==> src/rtl/test_sequencer_master_timer.sv <==
// rtl/test_sequencer_master_timer.sv - 17-bit saturating timeout counter
// Counts while enabled; expired stays high once the count has reached the limit.
module seq_timeout_timer (
   input  logic        avalon_clock,
   input  logic        resetn,
   input  logic        clear,
   input  logic        enable,
   input  logic [16:0] limit,
   output logic        expired
);

   logic [16:0] cnt_q;

   always_ff @(posedge avalon_clock) begin
      if (!resetn) begin
         cnt_q <= '0;
      end else if (clear) begin
         cnt_q <= '0;
      end else if (enable && (cnt_q != 17'h1FFFF)) begin
         cnt_q <= cnt_q + 17'd1;
      end
   end

   assign expired = (cnt_q >= limit);

endmodule

==> config.mk <==
export PLATFORM = sky130hd
export DESIGN_NAME = seq_timeout_timer
export DESIGN_NICKNAME = d
export VERILOG_FILES = /design/src/rtl/test_sequencer_master_timer.sv
export SDC_FILE = /design/constraint.sdc
export NUM_CORES = 1
export LEC_CHECK = 0
export ABC_AREA = 1
export ABC_CLOCK_PERIOD_IN_PS = 2400
export BUFFER_PORTS_ARGS = -buffer_cell sky130_fd_sc_hd__buf_4
export CORE_UTILIZATION = 55
export DETAILED_ROUTE_END_ITERATION = 8
export PLACE_DENSITY = 0.78
export SETUP_SLACK_MARGIN = 0.5
export SLEW_MARGIN = 15
export SYNTH_ARGS = -nofsm -noshare
export SYNTH_HDL_FRONTEND = slang
export SYNTH_SLANG_ARGS = --single-unit
==> constraint.sdc <==
create_clock -name avalon_clock -period 2.4 [get_ports avalon_clock]
set_clock_uncertainty 0.1 [all_clocks]
set_input_delay 0.12 -clock avalon_clock [delete_from_list [all_inputs] [get_ports avalon_clock]]
set_output_delay 0.12 -clock avalon_clock [all_outputs]
set_load 0.05 [all_outputs]
==> flow_summary.ini, run 1 <==
[synth]
synth_seq_area_share_pct = 25.4
synth.avg_cell_area_um2 = 6.57
ys_ff_latch = 17
netlist_area_um2 = 1340
synth.distinct_cells = 23
syn_inst = 204
syn_nets = 244
synth_warnings = 0

[timing]
rsz0062_at_grt = true
relSlewSlack_pct = 80.0
final_hold_viol_count = 0
tns_ns = 0
finalSetupViolCount = 0
period_share_pct = 84.3
finalWorstSetupSlack_ns = 0.377
slew_viol_final = 0
min_period_ns = 2.02
fmax_mhz = 494
tightest_slew_ns = 0.299

[floorplanning]
rows = 17
ioPinCount = 22
die-area_um2 = 2640
chipHeight_um = 51.4
core-area_um2 = 2250
initial_core_util_pct = 59.5
die-width_um = 51.4

[final_layout]
largest-register = cnt_q
area_growth_pct = 44.3
fillCellCount = 111
n_antenna_cell = 0
largest_reg_flops = 17
drive_gt1_share_pct = 38.0
layout.nets = 286
largestRegisters = cnt_q x17

[power_and_ir_drop]
ir_drop_mv = 0.268
power_density_nw_per_um2 = 287
p_leak_uw = 0.000925

[cts]
cts_buffers = 3
clockRootBuffer = clkbuf_4
clk_latency_ns = 0.31
clk_pin_slew_ns = 0.10
clockBufferDepth = 2
ctsHtreeMaxLevel = 1
cts_tree = built
cts_hold_buf = 0
cts_sinks = 17

[global_routing]
antenna_found_initial = 0
grt_max_degree = 13
grt_pass1_wl_um = 5290
grt_overflow = 0
track_usage_pct = 27.3
grt_pass1_vias = 1305

[placement]
io_buffers = 21
gp_congestion = 0.881
hpwlAfterDp_um = 2330
post-place-ws_ns = 0.443

[worst_setup_path]
startpoint_type = flip-flop
path_class = flip-flop to output pin
reg2reg_depth = 13
reg2reg_from = cnt_q[1]
regToRegEndpoint = cnt_q[13]
cp-startpoint = cnt_q[3]
required_ns = 2.18
cp_max_fo = 5
setup.worst_path.end = expired
cp_data_arrival_time_ns = 1.80
r2r_slack_ns = 0.50
end_kind = output pin

[route]
detail-route-antenna-nets = 0
drc = 0
wl_met3_um = 381
drt_iter0_drc = 68
num_vias = 1578
routed_wirelength_um = 4480
drt-wirelength-per-cell_um = 16.4
wl_met2_um = 2140
drtPass1Iterations = 5
m1WireLength_um = 1710
vias_per_cell = 5.78
maxUsedRoutingLayer = met4

[status]
status = complete, no violations

[job]
timing.max_cap.violations = 0

[hold_path]
holdCritPathClass = input pin to flip-flop
## where the power goes
| part | switching, µW | internal [µW] | leakage (µW) |
|---|---|---|---|
| clock network | 99.4 | 65.0 | 0.0000150 |
| registers | 2.98 | 278 | 0.000145 |
| logic | 54.5 | 55.5 | 0.000765 |
| total | 157 | 399 | 0.000925 |
## worst min path at each step
stage	cells past startpoint	endpoint	slack (ns)	from
4_1_cts	5	cnt_q[11]	0.12	clear
3_3_place_gp	2	cnt_q[0]	0.42	cnt_q[0]
3_5_place_dp	2	cnt_q[8]	0.43	cnt_q[8]
5_1_grt	3	cnt_q[0]	0.08	enable
2_1_floorplan	3	cnt_q[4]	0.20	clear
6_report	3	cnt_q[0]	0.07	enable
## metal layers
metal | GRT usage, % | up-vias
li1 | - | 736
met3 | 2.08 | 27
met1 | 33.5 | 722
met2 | 47.8 | 93
met4 | 13.1 | 0
met5 | 0 | -
## cells in the final DEF (no fill, tap or decap), types with 3 or more instances in the layout
cell / synthesis / layout
a21oi_1: 13 / 13
buf_4: 0 / 36
clkbuf_4: 0 / 3
dfxtp_1: 17 / 4
dfxtp_2: 0 / 7
dfxtp_4: 0 / 6
ha_1: 19 / 10
ha_4: 0 / 8
inv_1: 42 / 39
inv_2: 2 / 4
nand2_1: 34 / 26
nand2_2: 3 / 6
nand2_4: 0 / 5
nand3_1: 9 / 8
nand4_1: 5 / 5
nor2_1: 28 / 25
nor2_4: 1 / 4
nor3_1: 7 / 5
o21ai_0: 10 / 8
o21ai_1: 3 / 4
## final cells by class
class	instances	area, µm²	share of cell area [%]
Sequential cell	17	372	19.2
Multi-Input combinational cell	142	1030	53.4
Timing Repair Buffer	38	302	15.6
Clock buffer	4	26.3	1.36
Inverter	44	168	8.66
Tap cell	28	35.0	1.81
## synth_stat cells
cell type  count  share of area (%)
nor2_1        28                7.8
dfxtp_1       17                 25
nor2_4         1               0.84
nor2_2         2               0.93
a21oi_1       13                4.9
nand2_2        3                1.4
a31oi_1        1               0.47
nor3_1         7                2.6
nand3_1        9                3.4
o21ai_1        3                1.1
nand4_1        5                2.3
o21a_1         1               0.56
nand3_2        2                1.5
buf_2          1               0.37
inv_1         42                 12
inv_2          2               0.56
nor3_4         1                1.2
xor2_1         1               0.65
o21ai_0       10                3.7
nor3_2         1               0.75
nand2_1       34                9.5
nor3b_1        1               0.56
ha_1          19                 18
## per-stage QoR
stage          hold slack, ns  util, %  instance area, µm²  instances  power [µW]
5_1_grt                0.0755     85.8                1940        273         573
3_3_place_gp            0.417     68.1                1540        253         361
4_1_cts                 0.119     76.1                1720        266         525
2_1_floorplan           0.204        -                1340        204         330
3_5_place_dp            0.432     68.1                1540        253         365
6_report               0.0712     85.8                1940        273         556
## critical path: stages, from the launching register on
cell and delay [ns]:
dfxtp_2 0.42, ha_1 0.27, nand2_2 0.07, inv_1 0.05, nand2_1 0.07, nor2_1 0.05, o21ai_1 0.23, nand3_1 0.14
buf_6 0.18
## timing repair
| item | CTS | global route |
|---|---|---|
| setup endpoints to repair | 13 | 18 |
| buffers inserted | 9 | 7 |
| endpoints found under the hold margin | 0 | 0 |
| resized for setup | 26 | 35 |
| pin swaps | 9 | 19 |
## logic make-up after synthesis
group                      synth area share [%]
AOI/OAI and AO/OA                          10.7
buffers and inverters                      12.7
adders and majority gates                  17.7
and+or+nand+nor                            32.8
DFF                                        25.4
xor gates and xnor gates                  0.653
(Power assumes the default switching activity.)
==> run 2: changes to the inputs <==
--- a/config.mk
+++ b/config.mk
@@ -6,11 +6,12 @@
 export NUM_CORES = 1
 export LEC_CHECK = 0
 export ABC_AREA = 1
-export ABC_CLOCK_PERIOD_IN_PS = 2400
+export ABC_CLOCK_PERIOD_IN_PS = 1800
 export BUFFER_PORTS_ARGS = -buffer_cell sky130_fd_sc_hd__buf_4
-export CORE_UTILIZATION = 55
+export CORE_ASPECT_RATIO = 0.5
+export CORE_UTILIZATION = 50
 export DETAILED_ROUTE_END_ITERATION = 8
-export PLACE_DENSITY = 0.78
+export PLACE_DENSITY = 0.75
 export SETUP_SLACK_MARGIN = 0.5
 export SLEW_MARGIN = 15
 export SYNTH_ARGS = -nofsm -noshare
==> constraint.sdc (replaced) <==
create_clock -name avalon_clock -period 1.8 [get_ports avalon_clock]
set_clock_uncertainty 0.1 [all_clocks]
set_input_delay 0.09 -clock avalon_clock [delete_from_list [all_inputs] [get_ports avalon_clock]]
set_output_delay 0.09 -clock avalon_clock [all_outputs]
set_load 0.05 [all_outputs]
==> flow_summary.ini, run 2 (synthesis gave the netlist of run 1 again) <==
[cts]
cts_hold_buf = 0
ctsHtreeMaxLevel = 1
clockBufferDepth = 2
cts_sinks = 17
clk_pin_slew_ns = 0.07
clk_latency_ns = 0.25
cts_tree = built
cts_buffers = 3
clockRootBuffer = clkbuf_8

[worst_setup_path]
startpoint_type = flip-flop
path_class = flip-flop to flip-flop
regToRegEndpoint = cnt_q[9]
setup.worst_path.end = cnt_q[9]
cp_max_fo = 4
cp_data_arrival_time_ns = 1.94
crit_slowest_cell = dfxtp_4
cp-startpoint = cnt_q[1]
path_cells = ha_4 > nand3_4 > inv_2 > nand3_2 > nor3_2 > ha_2 > inv_4 > nand3_4 > buf_12 > nor3_4 > nand3_1 > nand2_1 > nor2_2
r2r_slack_ns = -0.09
reg2reg_from = cnt_q[1]
reg2reg_depth = 13
critPathMaxStageDelay_ns = 0.36
end_kind = flip-flop
crit_path_frequent_cell = nand3_4
required_ns = 1.84

[route]
m1WireLength_um = 1770
drtPass1Iterations = 4
wl_met3_um = 272
wl_met2_um = 1790
detail-route-antenna-nets = 0
drt_iter0_drc = 91
vias_per_cell = 5.34
routed_wirelength_um = 3920
maxUsedRoutingLayer = met4
drc = 0
num_vias = 1501
drt-wirelength-per-cell_um = 13.9

[floorplanning]
die-width_um = 75.2
die-area_um2 = 2910
chipHeight_um = 38.6
initial_core_util_pct = 56.5
core-area_um2 = 2370
rows = 12
ioPinCount = 22

[final_layout]
layout_commonest_cell = inv_1
largest-register = cnt_q
area_growth_pct = 49.1
n_antenna_cell = 0
layout_common_cells = inv_1, buf_4, nand2_1
fin_cells = 281
layout.nets = 287
final_core_util_pct = 84.3
largestRegisters = cnt_q x17
drive_gt1_share_pct = 39.8
largest_reg_flops = 17
stdcell_area_um2 = 2000

[hold_path]
hold_depth = 4
holdCritPathClass = input pin to flip-flop

[timing]
final_hold_viol_count = 0
tightest_slew_ns = 0.270
slew_viol_final = 0
rsz0062_at_grt = true
finalSetupViolCount = 9
min_period_ns = 1.89
fmax_mhz = 528
period_share_pct = 105
finalWorstSetupSlack_ns = -0.0946
relSlewSlack_pct = 82.0

[placement]
numPlacedInstances = 269
hpwlAfterDp_um = 2630
gp_congestion = 0.844
io_buffers = 21
placed_area_um2 = 1680

[power_and_ir_drop]
ir_drop_mv = 0.322
power_density_nw_per_um2 = 405
p_leak_uw = 0.000916

[global_routing]
grt_max_degree = 13
track_usage_pct = 27.3
grt_overflow = 0
grt_pass1_wl_um = 5590
antenna_found_initial = 0
grt_pass1_vias = 1290

[job]
timing.max_cap.violations = 0

[status]
status = finished, violations left
violations = negative setup slack
[run 2: how the worst min path moves through the flow]
stage	startpoint	slack [ns]	endpoint
2_1_floorplan	clear	0.17	cnt_q[4]
5_1_grt	enable	0.14	cnt_q[0]
6_report	enable	0.14	cnt_q[0]
3_5_place_dp	cnt_q[4]	0.39	cnt_q[4]
3_3_place_gp	cnt_q[4]	0.39	cnt_q[4]
4_1_cts	enable	0.14	cnt_q[1]
[run 2: cell type report]
type	instances	area, µm²
well taps	35	43.8
clock buffers	4	45.0
repair buffers	39	328
flip-flops and latches	17	367
inverters	44	168
multi-input cells	142	1050
fillers	164	373
[run 2: stage by stage]
step	worst slack (ns)	power (µW)	hold WS (ns)	setup TNS (ns)
2_1_floorplan	0.0989	441	0.166	0
3_3_place_gp	0.0380	490	0.388	0
3_5_place_dp	-0.0454	492	0.395	-0.101
4_1_cts	-0.0775	791	0.141	-0.240
5_1_grt	-0.222	835	0.141	-1.57
6_report	-0.0946	809	0.136	-0.540
[run 2: worst max-delay path: cells and delay by family, from the launching register on]
family | cells | cell delay [ns]
simple gates | 8 | 0.69
flops | 1 | 0.36
fa+ha+maj | 2 | 0.35
buf+inv | 3 | 0.25
[run 2: repair_timing]
action | CTS | global route
gates resized for setup | 29 | 22
pin swaps | 14 | 23
setup endpoints to repair | 18 | 18
cloned | 0 | 0
setup buffers | 3 | 5
[run 2: power by group]
group	leakage [µW]	switching (µW)	internal, µW	total, µW
combinational	0.000749	66.2	71.2	137
sequential	0.000144	4.33	373	378
clock	0.0000228	137	157	294
[run 2: per-layer routing]
layer	vias to the layer above	track usage [%]
met5	-	0
met4	0	9.72
met3	10	7.29
met2	66	45.9
met1	686	34.2
li1	739	-
==> run 3: changes to the inputs <==
--- a/config.mk
+++ b/config.mk
@@ -8,7 +8,7 @@
 export ABC_AREA = 1
 export ABC_CLOCK_PERIOD_IN_PS = 1800
 export BUFFER_PORTS_ARGS = -buffer_cell sky130_fd_sc_hd__buf_4
-export CORE_ASPECT_RATIO = 0.5
+export CORE_ASPECT_RATIO = 0.6
 export CORE_UTILIZATION = 50
 export DETAILED_ROUTE_END_ITERATION = 8
 export PLACE_DENSITY = 0.75
==> flow_summary.ini, run 3 (synthesis gave the netlist of run 1 again) <==
[power_and_ir_drop]
ir_drop_mv = 0.653
p_leak_uw = 0.000923
power_density_nw_per_um2 = 404

[final_layout]
largest-register = cnt_q
layout_commonest_cell = inv_1
largest_reg_flops = 17
area_growth_pct = 49.0
layout_common_cells = inv_1, buf_4, nand2_1
fillCellCount = 163
largestRegisters = cnt_q x17
n_antenna_cell = 0
layout.nets = 290
drive_gt1_share_pct = 41.0
final_core_util_pct = 79.2
stdcell_area_um2 = 2000

[worst_setup_path]
required_ns = 1.84
r2r_slack_ns = -0.14
cp_max_fo = 5
path_class = flip-flop to flip-flop
cp_data_arrival_time_ns = 1.98
end_kind = flip-flop
reg2reg_from = cnt_q[1]
cp-startpoint = cnt_q[1]
startpoint_type = flip-flop

[route]
drt-wirelength-per-cell_um = 14.7
drt_iter0_drc = 111
num_vias = 1515
detail-route-antenna-nets = 0
drtPass1Iterations = 4
drc = 0
routed_wirelength_um = 4140
vias_per_cell = 5.39

[global_routing]
antenna_found_initial = 0
grt_pass1_wl_um = 6190
grt_pass1_vias = 1343
track_usage_pct = 29.9
grt_overflow = 0
grt_max_degree = 10

[cts]
cts_hold_buf = 0
clk_pin_slew_ns = 0.07
ctsHtreeMaxLevel = 1
clockBufferDepth = 2
cts_tree = built
cts_buffers = 3
cts_sinks = 17
clk_latency_ns = 0.25
clockRootBuffer = clkbuf_8

[floorplanning]
initial_core_util_pct = 53.2
die-area_um2 = 2900
ioPinCount = 22
chipHeight_um = 42.1
die-width_um = 68.9
rows = 14
core-area_um2 = 2520

[timing]
finalWorstSetupSlack_ns = -0.143
relSlewSlack_pct = 66.2
finalSetupViolCount = 11
period_share_pct = 108
tightest_slew_ns = 0.506
fmax_mhz = 515
slew_viol_final = 0
min_period_ns = 1.94
rsz0062_at_grt = true
final_hold_viol_count = 0

[placement]
hpwlAfterDp_um = 2710
io_buffers = 21
placed_area_um2 = 1690
gp_congestion = 0.930

[hold_path]
hold_start = clear
holdCritPathClass = input pin to flip-flop

[status]
status = finished, violations left
violations = negative setup slack

[job]
timing.max_cap.violations = 0
## run 3: cell type report
type / instances / area, µm² / area share (%)
inverters: 44 / 173 / 8.64
repair buffers: 42 / 350 / 17.5
well taps: 32 / 40.0 / 2.00
multi-input cells: 142 / 1030 / 51.5
clock buffers: 4 / 45.0 / 2.25
flip-flops and latches: 17 / 360 / 18.0
## run 3: worst paths after layout
| check | cells past startpoint | end |
|---|---|---|
| max | 12 | cnt_q[3] |
| min | 4 | cnt_q[15] |
| max reg2reg | 12 | cnt_q[3] |
| min reg2reg | 1 | cnt_q[4] |
## run 3: worst max-delay path: stages, from the launching register on
cell,delay [ns]
dfxtp_4,0.36
ha_4,0.17
nand3_4,0.08
inv_2,0.05
nand3_2,0.07
nor3_2,0.04
ha_2,0.19
inv_4,0.08
nand3_4,0.09
nor3_4,0.30
buf_4,0.17
buf_6,0.09
nor3_2,0.03
## run 3: through the flow
step	TNS [ns]	setup slack [ns]	std cells	hold WS [ns]	total power, µW
final	-0.964	-0.143	281	0.117	807
after global routing	-2.18	-0.196	281	0.133	840
after CTS	-0.0853	-0.0509	278	0.0994	800
after detailed placement	-0.0345	-0.0246	267	0.363	492
after global placement	0	0.0455	267	0.350	487
after floorplan	0	0.0989	204	0.166	441
## run 3: layer usage
layer / vias up / wire (µm) / part of all wire, % / global-route usage, %
met1: 696 / 1900 / 46 / 39.8
met4: 0 / 95 / 2.3 / 11.4
met3: 12 / 271 / 6.5 / 5.16
met5: - / 0 / 0 / 0
li1: 748 / - / - / -
met2: 59 / 1880 / 45 / 47.6
## run 3: power by group
part,leakage [µW],switching [µW],internal (µW)
Clock,0.0000228,129,157
Sequential,0.000144,3.55,377
Combinational,0.000757,68.5,71.3
## run 3: what timing repair did
action                                  CTS  global route
gates resized for setup                  32            16
pin swaps                                19            10
endpoints found under the setup margin   18            18
buffers inserted                          7             3
